File: src/rtl/rhythm_pkg.sv
// Shared types for the rhythm lane engine: game states, sound command codes and
// the pixel-index helper that defines the dot-matrix map layout.
package rhythm_pkg;

  typedef enum logic [1:0] {
    ST_IDLE     = 2'd0,
    ST_PLAY     = 2'd1,
    ST_PAUSE    = 2'd2,
    ST_GAMEOVER = 2'd3
  } state_e;

  localparam logic [1:0] SND_MUTE    = 2'd0;
  localparam logic [1:0] SND_PERFECT = 2'd1;
  localparam logic [1:0] SND_GOOD    = 2'd2;
  localparam logic [1:0] SND_MISS    = 2'd3;

  // Bit offset of the first pixel of (row, lane) in the flattened map bus.
  function automatic int unsigned pix_idx(input int unsigned row,
                                          input int unsigned lane,
                                          input int unsigned n_lanes,
                                          input int unsigned lane_w);
    return (row * n_lanes + lane) * lane_w;
  endfunction

endpackage

File: src/rtl/rhythm_note_field.sv
// Scrolling note map: N_ROWS x N_LANES cells, row 0 is the judgement row.
// Supports full clear, per-lane row-0 clear, and a one-row downward shift with spawn.
module rhythm_note_field
  import rhythm_pkg::*;
#(
  parameter int N_LANES = 4,
  parameter int N_ROWS  = 8,
  parameter int LANE_W  = 2
) (
  input  logic                             i_Clk,
  input  logic                             i_Rst,
  input  logic                             i_Clear,
  input  logic [N_LANES-1:0]               i_Row0_Clr,
  input  logic                             i_Shift,
  input  logic [N_LANES-1:0]               i_Spawn_Row,
  output logic [N_LANES-1:0]               o_Row0,
  output logic [N_ROWS*N_LANES*LANE_W-1:0] o_Map_Data
);

  logic [N_ROWS-1:0][N_LANES-1:0] cells_q, cells_d;

  // NOTE: cells_d gets a full default first so no path through this block infers a latch.
  always_comb begin
    cells_d = cells_q;
    if (i_Clear) begin
      cells_d = '0;
    end else begin
      cells_d[0] = cells_q[0] & ~i_Row0_Clr;
      // A shift discards row 0 entirely, so any row-0 clear is subsumed by it.
      if (i_Shift) begin
        for (int r = 0; r < N_ROWS - 1; r++) cells_d[r] = cells_q[r+1];
        cells_d[N_ROWS-1] = i_Spawn_Row;
      end
    end
  end

  // NOTE: the cell array is a plain flop bank, not a RAM, so it is reset to give a blank map.
  // NOTE: non-blocking assignment so every flop samples pre-edge values regardless of block order.
  always_ff @(posedge i_Clk or negedge i_Rst) begin
    if (!i_Rst) cells_q <= '0;
    else        cells_q <= cells_d;
  end

  assign o_Row0 = cells_q[0];

  for (genvar r = 0; r < N_ROWS; r++) begin : g_row
    for (genvar k = 0; k < N_LANES; k++) begin : g_lane
      assign o_Map_Data[pix_idx(r, k, N_LANES, LANE_W) +: LANE_W] = {LANE_W{cells_q[r][k]}};
    end
  end

endmodule

File: src/rtl/rhythm_lane_engine.sv
// Rhythm game core: game FSM, scroll tick/period counters, per-lane hit judging,
// and score / combo / HP bookkeeping around the scrolling note field.
module rhythm_lane_engine
  import rhythm_pkg::*;
#(
  parameter int N_LANES    = 4,
  parameter int N_ROWS     = 8,
  parameter int LANE_W     = 2,
  parameter int SCORE_W    = 16,
  parameter int HP_MAX     = 10,
  parameter int TICK_BASE  = 25_000_000,
  parameter int TICK_MIN   = 5_000_000,
  parameter int TICK_STEP  = 100_000,
  parameter int SPAWN_THR  = 8,
  parameter int COMBO_X2   = 16,
  parameter int HEAL_EVERY = 32,
  parameter int GO_WAIT    = 150_000_000
) (
  input  logic                             i_Clk,
  input  logic                             i_Rst,
  input  logic [N_LANES-1:0]               i_Pulse,
  input  logic [N_LANES+3:0]               i_Rand_Val,
  input  logic [1:0]                       i_Speed_Opt,
  input  logic                             i_Pause,
  input  logic                             i_View_Mode,
  input  logic                             i_Start_Btn,
  output logic [N_ROWS*N_LANES*LANE_W-1:0] o_Map_Data,
  output logic [SCORE_W-1:0]               o_Score,
  output logic [7:0]                       o_Combo,
  output logic [HP_MAX-1:0]                o_HP,
  output logic [1:0]                       o_State,
  output logic [1:0]                       o_Sound_Cmd
);

  // One counter serves as the scroll tick counter in PLAY and the hold timer in GAMEOVER.
  localparam int CNT_MAX = (TICK_BASE > GO_WAIT) ? TICK_BASE : GO_WAIT;
  localparam int CNT_W   = $clog2(CNT_MAX + 1);
  localparam int PER_W   = $clog2(TICK_BASE + 1);
  localparam int HP_W    = $clog2(HP_MAX + 1);
  localparam int EV_W    = $clog2(2 * N_LANES + 1);
  localparam int ACC_W   = SCORE_W + 1;

  localparam logic [PER_W-1:0] TICK_MIN_V  = PER_W'(TICK_MIN);
  localparam logic [PER_W-1:0] TICK_STEP_V = PER_W'(TICK_STEP);
  localparam logic [CNT_W-1:0] GO_WAIT_V   = CNT_W'(GO_WAIT);
  localparam logic [HP_W-1:0]  HP_MAX_V    = HP_W'(HP_MAX);
  localparam logic [7:0]       COMBO_X2_V  = 8'(COMBO_X2);
  localparam logic [7:0]       HEAL_V      = 8'(HEAL_EVERY);
  localparam logic [3:0]       SPAWN_V     = 4'(SPAWN_THR);

  state_e             state_q, state_d;
  logic [CNT_W-1:0]   cnt_q, cnt_d;
  logic [PER_W-1:0]   period_q, period_d;
  logic [SCORE_W-1:0] score_q, score_d, high_q, high_d;
  logic [7:0]         combo_q, combo_d;
  logic [HP_W-1:0]    hp_q, hp_d;
  logic [HP_MAX-1:0]  hp_therm_q, hp_therm_d;
  logic [1:0]         sound_q, sound_d;

  logic               fld_clear, fld_shift;
  logic [N_LANES-1:0] fld_row0_clr, row0, spawn_row;
  logic [N_LANES-1:0] hit_mask, empty_mask, tick_miss;
  logic [EV_W-1:0]    n_hits, n_miss;
  logic [PER_W-1:0]   quarter;
  logic               tick, perfect;
  logic [ACC_W-1:0]   pts, score_sum;
  logic [8:0]         combo_sum;
  logic [7:0]         combo_new;

  assign spawn_row = (i_Rand_Val[3:0] >= SPAWN_V) ? i_Rand_Val[N_LANES+3:4] : '0;

  rhythm_note_field #(
    .N_LANES (N_LANES),
    .N_ROWS  (N_ROWS),
    .LANE_W  (LANE_W)
  ) u_field (
    .i_Clk       (i_Clk),
    .i_Rst       (i_Rst),
    .i_Clear     (fld_clear),
    .i_Row0_Clr  (fld_row0_clr),
    .i_Shift     (fld_shift),
    .i_Spawn_Row (spawn_row),
    .o_Row0      (row0),
    .o_Map_Data  (o_Map_Data)
  );

  always_comb begin
    state_d      = state_q;
    cnt_d        = cnt_q;
    period_d     = period_q;
    score_d      = score_q;
    high_d       = high_q;
    combo_d      = combo_q;
    hp_d         = hp_q;
    sound_d      = SND_MUTE;
    fld_clear    = 1'b0;
    fld_row0_clr = '0;
    fld_shift    = 1'b0;

    // Judge arithmetic for a PLAY cycle; only committed in the PLAY branch below.
    hit_mask   = i_Pulse & row0;
    empty_mask = i_Pulse & ~row0;
    tick       = (cnt_q == CNT_W'(period_q));
    tick_miss  = tick ? (row0 & ~hit_mask) : '0;
    n_hits     = '0;
    n_miss     = '0;
    for (int k = 0; k < N_LANES; k++) begin
      n_hits = n_hits + EV_W'(hit_mask[k]);
      n_miss = n_miss + EV_W'(empty_mask[k]) + EV_W'(tick_miss[k]);
    end
    quarter   = period_q >> 2;
    perfect   = (cnt_q > CNT_W'(quarter)) && (cnt_q < CNT_W'(period_q - quarter));
    pts       = ACC_W'(n_hits) * (perfect ? ACC_W'(10) : ACC_W'(5));
    if (combo_q >= COMBO_X2_V) pts = pts << 1;
    score_sum = {1'b0, score_q} + pts;
    combo_sum = {1'b0, combo_q} + 9'(n_hits);
    combo_new = combo_sum[8] ? 8'hFF : combo_sum[7:0];

    unique case (state_q)
      ST_IDLE: begin
        period_d = PER_W'(TICK_BASE >> i_Speed_Opt);
        if (i_Start_Btn) begin
          state_d   = ST_PLAY;
          score_d   = '0;
          combo_d   = '0;
          hp_d      = HP_MAX_V;
          cnt_d     = '0;
          fld_clear = 1'b1;
        end
      end
      ST_PLAY: begin
        if (hp_q == '0) begin
          state_d = ST_GAMEOVER;
          cnt_d   = '0;
          if (score_q > high_q) high_d = score_q;
        end else if (i_Pause) begin
          state_d = ST_PAUSE;
        end else begin
          fld_row0_clr = hit_mask;
          fld_shift    = tick;
          cnt_d        = tick ? '0 : cnt_q + CNT_W'(1);
          score_d      = score_sum[SCORE_W] ? '1 : score_sum[SCORE_W-1:0];
          if (n_miss != '0) begin
            combo_d = '0;
            hp_d    = (int'(n_miss) >= int'(hp_q)) ? '0 : hp_q - HP_W'(n_miss);
          end else begin
            combo_d = combo_new;
            if ((combo_new / HEAL_V) != (combo_q / HEAL_V) && hp_q < HP_MAX_V)
              hp_d = hp_q + HP_W'(1);
          end
          if (n_hits != '0 && period_q > TICK_MIN_V)
            period_d = (period_q - TICK_MIN_V > TICK_STEP_V) ? period_q - TICK_STEP_V : TICK_MIN_V;
          if (n_miss != '0)      sound_d = SND_MISS;
          else if (n_hits != '0) sound_d = perfect ? SND_PERFECT : SND_GOOD;
        end
      end
      ST_PAUSE: begin
        if (!i_Pause) state_d = ST_PLAY;
      end
      ST_GAMEOVER: begin
        if (cnt_q == GO_WAIT_V) state_d = ST_IDLE;
        else                    cnt_d   = cnt_q + CNT_W'(1);
      end
    endcase

    for (int i = 0; i < HP_MAX; i++) hp_therm_d[i] = (int'(hp_d) > i);
  end

  always_ff @(posedge i_Clk or negedge i_Rst) begin
    if (!i_Rst) begin
      state_q    <= ST_IDLE;
      cnt_q      <= '0;
      period_q   <= PER_W'(TICK_BASE);
      score_q    <= '0;
      high_q     <= '0;
      combo_q    <= '0;
      hp_q       <= HP_MAX_V;
      hp_therm_q <= '1;
      sound_q    <= SND_MUTE;
    end else begin
      state_q    <= state_d;
      cnt_q      <= cnt_d;
      period_q   <= period_d;
      score_q    <= score_d;
      high_q     <= high_d;
      combo_q    <= combo_d;
      hp_q       <= hp_d;
      hp_therm_q <= hp_therm_d;
      sound_q    <= sound_d;
    end
  end

  assign o_Score     = i_View_Mode ? high_q : score_q;
  assign o_Combo     = combo_q;
  assign o_HP        = hp_therm_q;
  assign o_State     = state_q;
  assign o_Sound_Cmd = sound_q;

endmodule

File: config.mk
export PLATFORM = sky130hd
export DESIGN_NAME = rhythm_lane_engine
export DESIGN_NICKNAME = d
export VERILOG_FILES = /design/src/rtl/rhythm_pkg.sv /design/src/rtl/rhythm_note_field.sv /design/src/rtl/rhythm_lane_engine.sv
export SDC_FILE = /design/constraint.sdc
export NUM_CORES = 1
export LEC_CHECK = 0
export BUFFER_PORTS_ARGS = -buffer_cell sky130_fd_sc_hd__buf_2
export CAP_MARGIN = 0
export CORE_MARGIN = 10
export CORE_UTILIZATION = 60
export CTS_CLUSTER_SIZE = 14
export DETAILED_ROUTE_END_ITERATION = 12
export PLACE_DENSITY_LB_ADDON = 0.08
export SKIP_LAST_GASP = 1
export SYNTH_ARGS = -nofsm -noshare
export SYNTH_HDL_FRONTEND = slang
export SYNTH_SLANG_ARGS = --single-unit
File: constraint.sdc
create_clock -name i_Clk -period 24.9 [get_ports i_Clk]
set_input_delay 1.245 -clock i_Clk [delete_from_list [all_inputs] [get_ports i_Clk]]
set_output_delay 1.245 -clock i_Clk [all_outputs]
set_load 0.02 [all_outputs]
==> flow_summary.toml, run 1 <==
[clocking]
clockBufferDepth = 2
clk_pin_slew_ns = 0.07
cts_setup_buffers = 0
postCtsResizedCells = 0
clock_sinks = 139
cts_tree = "done"
cts_hold_buffers = 0
numCtsBuffers = 17
h-tree-depth = 4
root_buffer = "clkbuf_16"
insertion_delay_ns = 0.43

[setup_path]
cp_max_fo = 9
cp_slowest_cell = "dfrtp_1"
worstPathArrival_ns = 9.42
end_kind = "flip-flop"
crit_path_start_kind = "flip-flop"
cp.required_ns = 25.17
cpMostUsedCell = "ha_1"
path_class = "flip-flop to flip-flop"
max_stage_delay_ns = 0.53

[layout]
nFillCells = 1650
drive_gt1_share_pct = 15.77
synthToLayoutAreaGrowth_pct = 9.038
stdcell_area_um2 = 13030
antenna_cells = 0
final_nets = 1615
fin_util_pct = 66.71

[place]
finalWeightedCongestion = 0.9210
dpl.hpwl_um = 23440
dp_worst_setup_slack_ns = 15.93
port_buffers = 117
dpl_cell_area_um2 = 12410

[route]
drc = 0
avgViaCountPerCell = 6.177
antenna_left = 0
dr_total_vias = 10720
first_iter_violations = 787
drtPass1Iterations = 6
routed_wl_um = 31820
wl_per_cell_um = 18.33

[floorplan]
core_area_um2 = 19530
die_h_um = 161.1
rows = 51
initial_core_util_pct = 61.18
ioPinCount = 121
die_width_um = 161.1
dieArea_um2 = 25950

[pwr]
switchingPower_mw = 0.6805
p_per_area_nw_per_um2 = 110.4
leakage_nw = 6.251
pwr-share-clk_pct = 18.6
p_int_mw = 0.7574
finalPower_mw = 1.438
p_seq_share_pct = 26.7
pwr-share-comb_pct = 54.6
ir_drop_uv = 71.62
p_sw_share_pct = 47.33

[sta]
timing.fmax_ghz = 0.1092
period_minus_slack_ns = 9.154
finalCritPeriodShare_pct = 36.76
slew_headroom_pct = 22.57
hold_viol = 0
worst_pin_slew_ns = 1.129
setup_tns_ns = 0
rsz0062_at_grt = "no"
finalMaxSlewViolations = 0
setup_viol = 0
clock_skew_ns = 0.01342
setup_slack_ns = 15.75

[grt]
grt_pass1_vias = 10300
gr-total-overflow = 0
grt_max_degree = 77
grt_pass1_wl_um = 52410
grtUsageTotal_pct = 24.29
antenna_found_initial = 0

[logic_synthesis]
ys_seq_elements = 139
synth_top_cell_by_area = "dfrtp_1"
synth_top_family_by_area = "compound AO/OA/AOI/OAI gates"
synth_top_flop_cell = "dfrtp_1"
yosys-top-cells-count = "nand2_1, ha_1, o21ai_0"
synthTopCellsByArea = "dfrtp_1, ha_1, nand2_1"
ys_types = 92
synthCells = 1409
synth_compound_area_share_pct = 22.33
syn_area_per_cell_um2 = 8.479
synthMuxAreaShare_pct = 3.278
synth_warnings = 0
synth-edff-count = 0
synth_area_um2 = 11950
synthSimpleGateAreaFrac_pct = 18.63
async_flop_share_pct = 100.0
ys_seq_area_share_pct = 29.36
synth_fa_ha_area_share_pct = 15.02
synth_top_area_share_pct = 24.30
synth.most_common_cell = "nand2_1"
synthXorXnorAreaFrac_pct = 4.765

[hold_path]
min_path_type = "flip-flop to flip-flop"

[run]
max_cap_violations = 0

[run_status]
run_status = "finished clean"
## per-layer routing
metal | part of all wire, % | vias to the layer above | global-route usage, %
met5 | 0 | - | 0
met4 | 1.9 | 0 | 6.369
li1 | - | 5172 | -
met2 | 45 | 359 | 37.59
met3 | 7.4 | 51 | 5.796
met1 | 46 | 5142 | 33.32
## cell families after synthesis
group,after synthesis
mux,35
fa+ha+maj,138
compound gates,411
other cells,1
simple gates,453
flops,139
xor+xnor,65
buf+inv,167
## critical path, delay by kind of cell (launching register included)
| kind | cells | cell delay [ns] |
|---|---|---|
| compound gates | 15 | 3.42 |
| xor+xnor | 2 | 0.29 |
| fa+ha+maj | 6 | 2.05 |
| buf+inv | 2 | 0.44 |
| flops | 1 | 0.53 |
| mux | 1 | 0.36 |
| simple gates | 10 | 1.84 |
## area by class of cell
cell class	instances	area (µm²)	share of cell area [%]
clock buffers	18	439.2	3.371
multi-input cells	1104	7657	58.78
clock inverters	14	176.4	1.354
inverters	72	270.3	2.075
flip-flops and latches	139	3507	26.92
repair buffers	124	644.4	4.947
well taps	265	331.6	2.545
## final timing paths
path | from | end | slack [ns] | depth (start not counted)
min in group asynchronous | i_Rst | period_q[8]$_DFFE_PN0P_ | 0.85 | 1
worst max register to register | period_q[5]$_DFFE_PN0P_ | score_q[0]$_DFFE_PN0P_ | 15.75 | 36
worst min register to register | o_Combo[0]$_DFFE_PN0P_ | o_Combo[0]$_DFFE_PN0P_ | 0.52 | 2
worst max-delay path | period_q[5]$_DFFE_PN0P_ | score_q[0]$_DFFE_PN0P_ | 15.75 | 36
max in group asynchronous | i_Rst | o_State[1]$_DFFE_PN0P_ | 22.74 | 2
worst min-delay path | o_Combo[0]$_DFFE_PN0P_ | o_Combo[0]$_DFFE_PN0P_ | 0.52 | 2
## power groups by stage
stage / logic [mW] / clock network (mW) / registers, mW
2_1_floorplan: 0.635 / 0 / 0.330
3_3_place_gp: 0.761 / 0 / 0.381
3_5_place_dp: 0.773 / 0 / 0.381
4_1_cts: 0.780 / 0.272 / 0.379
5_1_grt: 0.883 / 0.280 / 0.391
6_report: 0.786 / 0.268 / 0.384
## per-stage QoR
stage / hold slack [ns] / instances
after global placement: 0.4935 / 1704
after floorplan: 0.4976 / 1410
final: 0.5152 / 1736
after CTS: 0.5189 / 1736
after global routing: 0.5484 / 1736
after detailed placement: 0.5032 / 1704
## sequential cells by signal, indices dropped and copies added (netlist names)
name                flops
cnt_q                  28
u_field.o_Map_Data     28
period_q               22
high_q                 16
score_q                16
o_HP                    9
o_Combo                 8
hp_q                    4
u_field.o_Row0          4
o_Sound_Cmd             2
o_State                 2
## cell usage in the layout, fill, tap and decap left out, drive strengths merged, types with 7 or more instances in the layout
cell type  synthesis  layout
a211oi            10      10
a21o              42      42
a21oi             96      96
a31oi             13      13
and2              13      13
and3              12      12
buf               50     124
clkbuf            45      18
dfrtp            116     116
dfstp             23      23
fa                 9       9
ha               129     129
inv               71      78
mux2              30      30
nand2            177     177
nand2b            13      13
nand3             39      39
nand3b             7       7
nand4             25      25
nor2              64      64
nor2b             20      20
nor3              26      26
nor4              16      16
o211ai             9       9
o21a              14      14
o21ai            136     136
o21bai             7       7
o31ai              9       9
or3               10      10
xnor2             46      46
xor2              19      19
(Power assumes the default switching activity.)
==> run 2, diff against run 1 <==
clock period = 8.8 ns   (was 24.9 ns; I/O delays follow)
==> flow_summary.toml, run 2 (same netlist as run 1, synthesis figures left out) <==
[sta]
finalMaxSlewViolations = 0
period_minus_slack_ns = 8.307
hold-worst-slack_ns = -0.001713
timing.fmax_ghz = 0.1204
slew_headroom_pct = 23.79
worst_pin_slew_ns = 1.143
setup_viol = 0
setup_tns_ns = 0
hold_viol = 2
finalCritPeriodShare_pct = 94.40
clock_skew_ns = 0.01216

[setup_path]
crit_path_start_kind = "flip-flop"
max_stage_delay_ns = 0.51
cp.required_ns = 9.06
cp_max_fo = 8
end_kind = "flip-flop"
cp_slowest_cell = "dfrtp_2"
worstPathArrival_ns = 8.56
cpMostUsedCell = "ha_1"
path_class = "flip-flop to flip-flop"

[route]
dr_total_vias = 10830
maxUsedRoutingLayer = "met5"
first_iter_violations = 707
met1_length_um = 15130
dr_wl_met3_um = 2322
wl_met2_um = 14200
drtPass1Iterations = 5
avgViaCountPerCell = 6.144
routed_wl_um = 32220
antenna_left = 0
wl_per_cell_um = 18.29
drc = 0

[floorplan]
core_area_um2 = 19530
ioPinCount = 121
die_h_um = 161.1
rows = 51
die_width_um = 161.1
initial_core_util_pct = 61.18
dieArea_um2 = 25950

[grt]
grt_pass1_wl_um = 52840
grt_pass1_vias = 10330
antenna_found_initial = 1
grtUsageTotal_pct = 24.42
grt_max_degree = 74
gr-total-overflow = 0

[clocking]
clk_pin_slew_ns = 0.07
clock_sinks = 139
insertion_delay_ns = 0.43
cts_hold_buffers = 0
h-tree-depth = 4
cts_tree = "done"
clockBufferDepth = 2
numCtsBuffers = 17
root_buffer = "clkbuf_16"

[pwr]
ir_drop_uv = 228.5
leakage_nw = 6.383
p_per_area_nw_per_um2 = 311.1
finalPower_mw = 4.107

[layout]
drive_gt1_share_pct = 17.43
final_nets = 1641
antenna_cells = 0
synthToLayoutAreaGrowth_pct = 10.50
final_common_cell = "nand2_1"
final_cell_mix = "nand2_1, ha_1, o21ai_0"
nFillCells = 1663
fin_util_pct = 67.61

[place]
port_buffers = 117
dpl.hpwl_um = 23950
finalWeightedCongestion = 0.9448

[run]
max_cap_violations = 0

[run_status]
run_status = "complete, but fails checks"
violations = "hold timing"

[hold_path]
min_path_type = "primary input to asynchronous set/reset pin"
## run 2: final timing paths
kind / end / cells past startpoint / startpoint / slack [ns]
setup / recovery: score_q[15]$_DFFE_PN0P_ / 36 / period_q[3]$_DFFE_PN0P_ / 0.49
hold / removal: period_q[4]$_DFFE_PN0P_ / 1 / i_Rst / -0.002
setup reg to reg: score_q[15]$_DFFE_PN0P_ / 36 / period_q[3]$_DFFE_PN0P_ / 0.49
hold reg to reg: u_field.o_Map_Data[12]$_DFFE_PN0P_ / 2 / u_field.o_Map_Data[20]$_DFFE_PN0P_ / 0.52
max in group asynchronous: u_field.o_Row0[2]$_DFF_PN0_ / 2 / i_Rst / 7.44
min in group i_Clk: u_field.o_Map_Data[56]$_DFFE_PN0P_ / 3 / i_Rand_Val[4] / 0.24
## run 2: timing repair
item / CTS / global route
setup endpoints to repair: 13 / 16
pin swaps: 0 / 1
gates resized for setup: 1 / 3
setup buffers: 0 / 1
## run 2: critical path, delay by kind of cell (launching register included)
kind / cells / cell delay, ns
AOI/OAI and AO/OA: 18 / 4.07
adders and majority gates: 6 / 2.03
and+or+nand+nor: 9 / 0.97
DFF: 1 / 0.51
buffers and inverters: 2 / 0.37
xor gates and xnor gates: 1 / 0.17
## run 2: final cells by class
type | instances | area [µm²] | area share (%)
clock buffer | 17 | 425.4 | 3.222
clock inverter | 15 | 153.9 | 1.166
inverter | 72 | 270.3 | 2.047
multi-input combinational | 1104 | 7672 | 58.12
sequential | 139 | 3508 | 26.58
tap | 265 | 331.6 | 2.512
timing repair buffer | 150 | 839.6 | 6.360
## run 2: metrics by stage
step	cell area, µm²	std cells	hold slack [ns]	worst slack, ns
after detailed placement	12600	1729	0.4728	-0.1167
after global placement	12600	1729	0.4766	0.06600
after CTS	13180	1761	0.01955	0.2455
final	13200	1762	-0.001713	0.4927
after floorplan	11950	1410	0.1444	0.9290
after global routing	13200	1762	0.03464	-0.004099
## run 2: layer usage
metal | GRT usage [%] | vias up
li1 | - | 5224
met1 | 34.34 | 5181
met2 | 37.29 | 374
met3 | 5.058 | 44
met4 | 6.493 | 2
met5 | 0 | -
## run 2: report_power, final
part           switching [mW]  internal [mW]  total (mW)
combinational            1.38          0.976        2.36
clock                   0.323          0.401       0.723
sequential              0.232          0.792        1.02
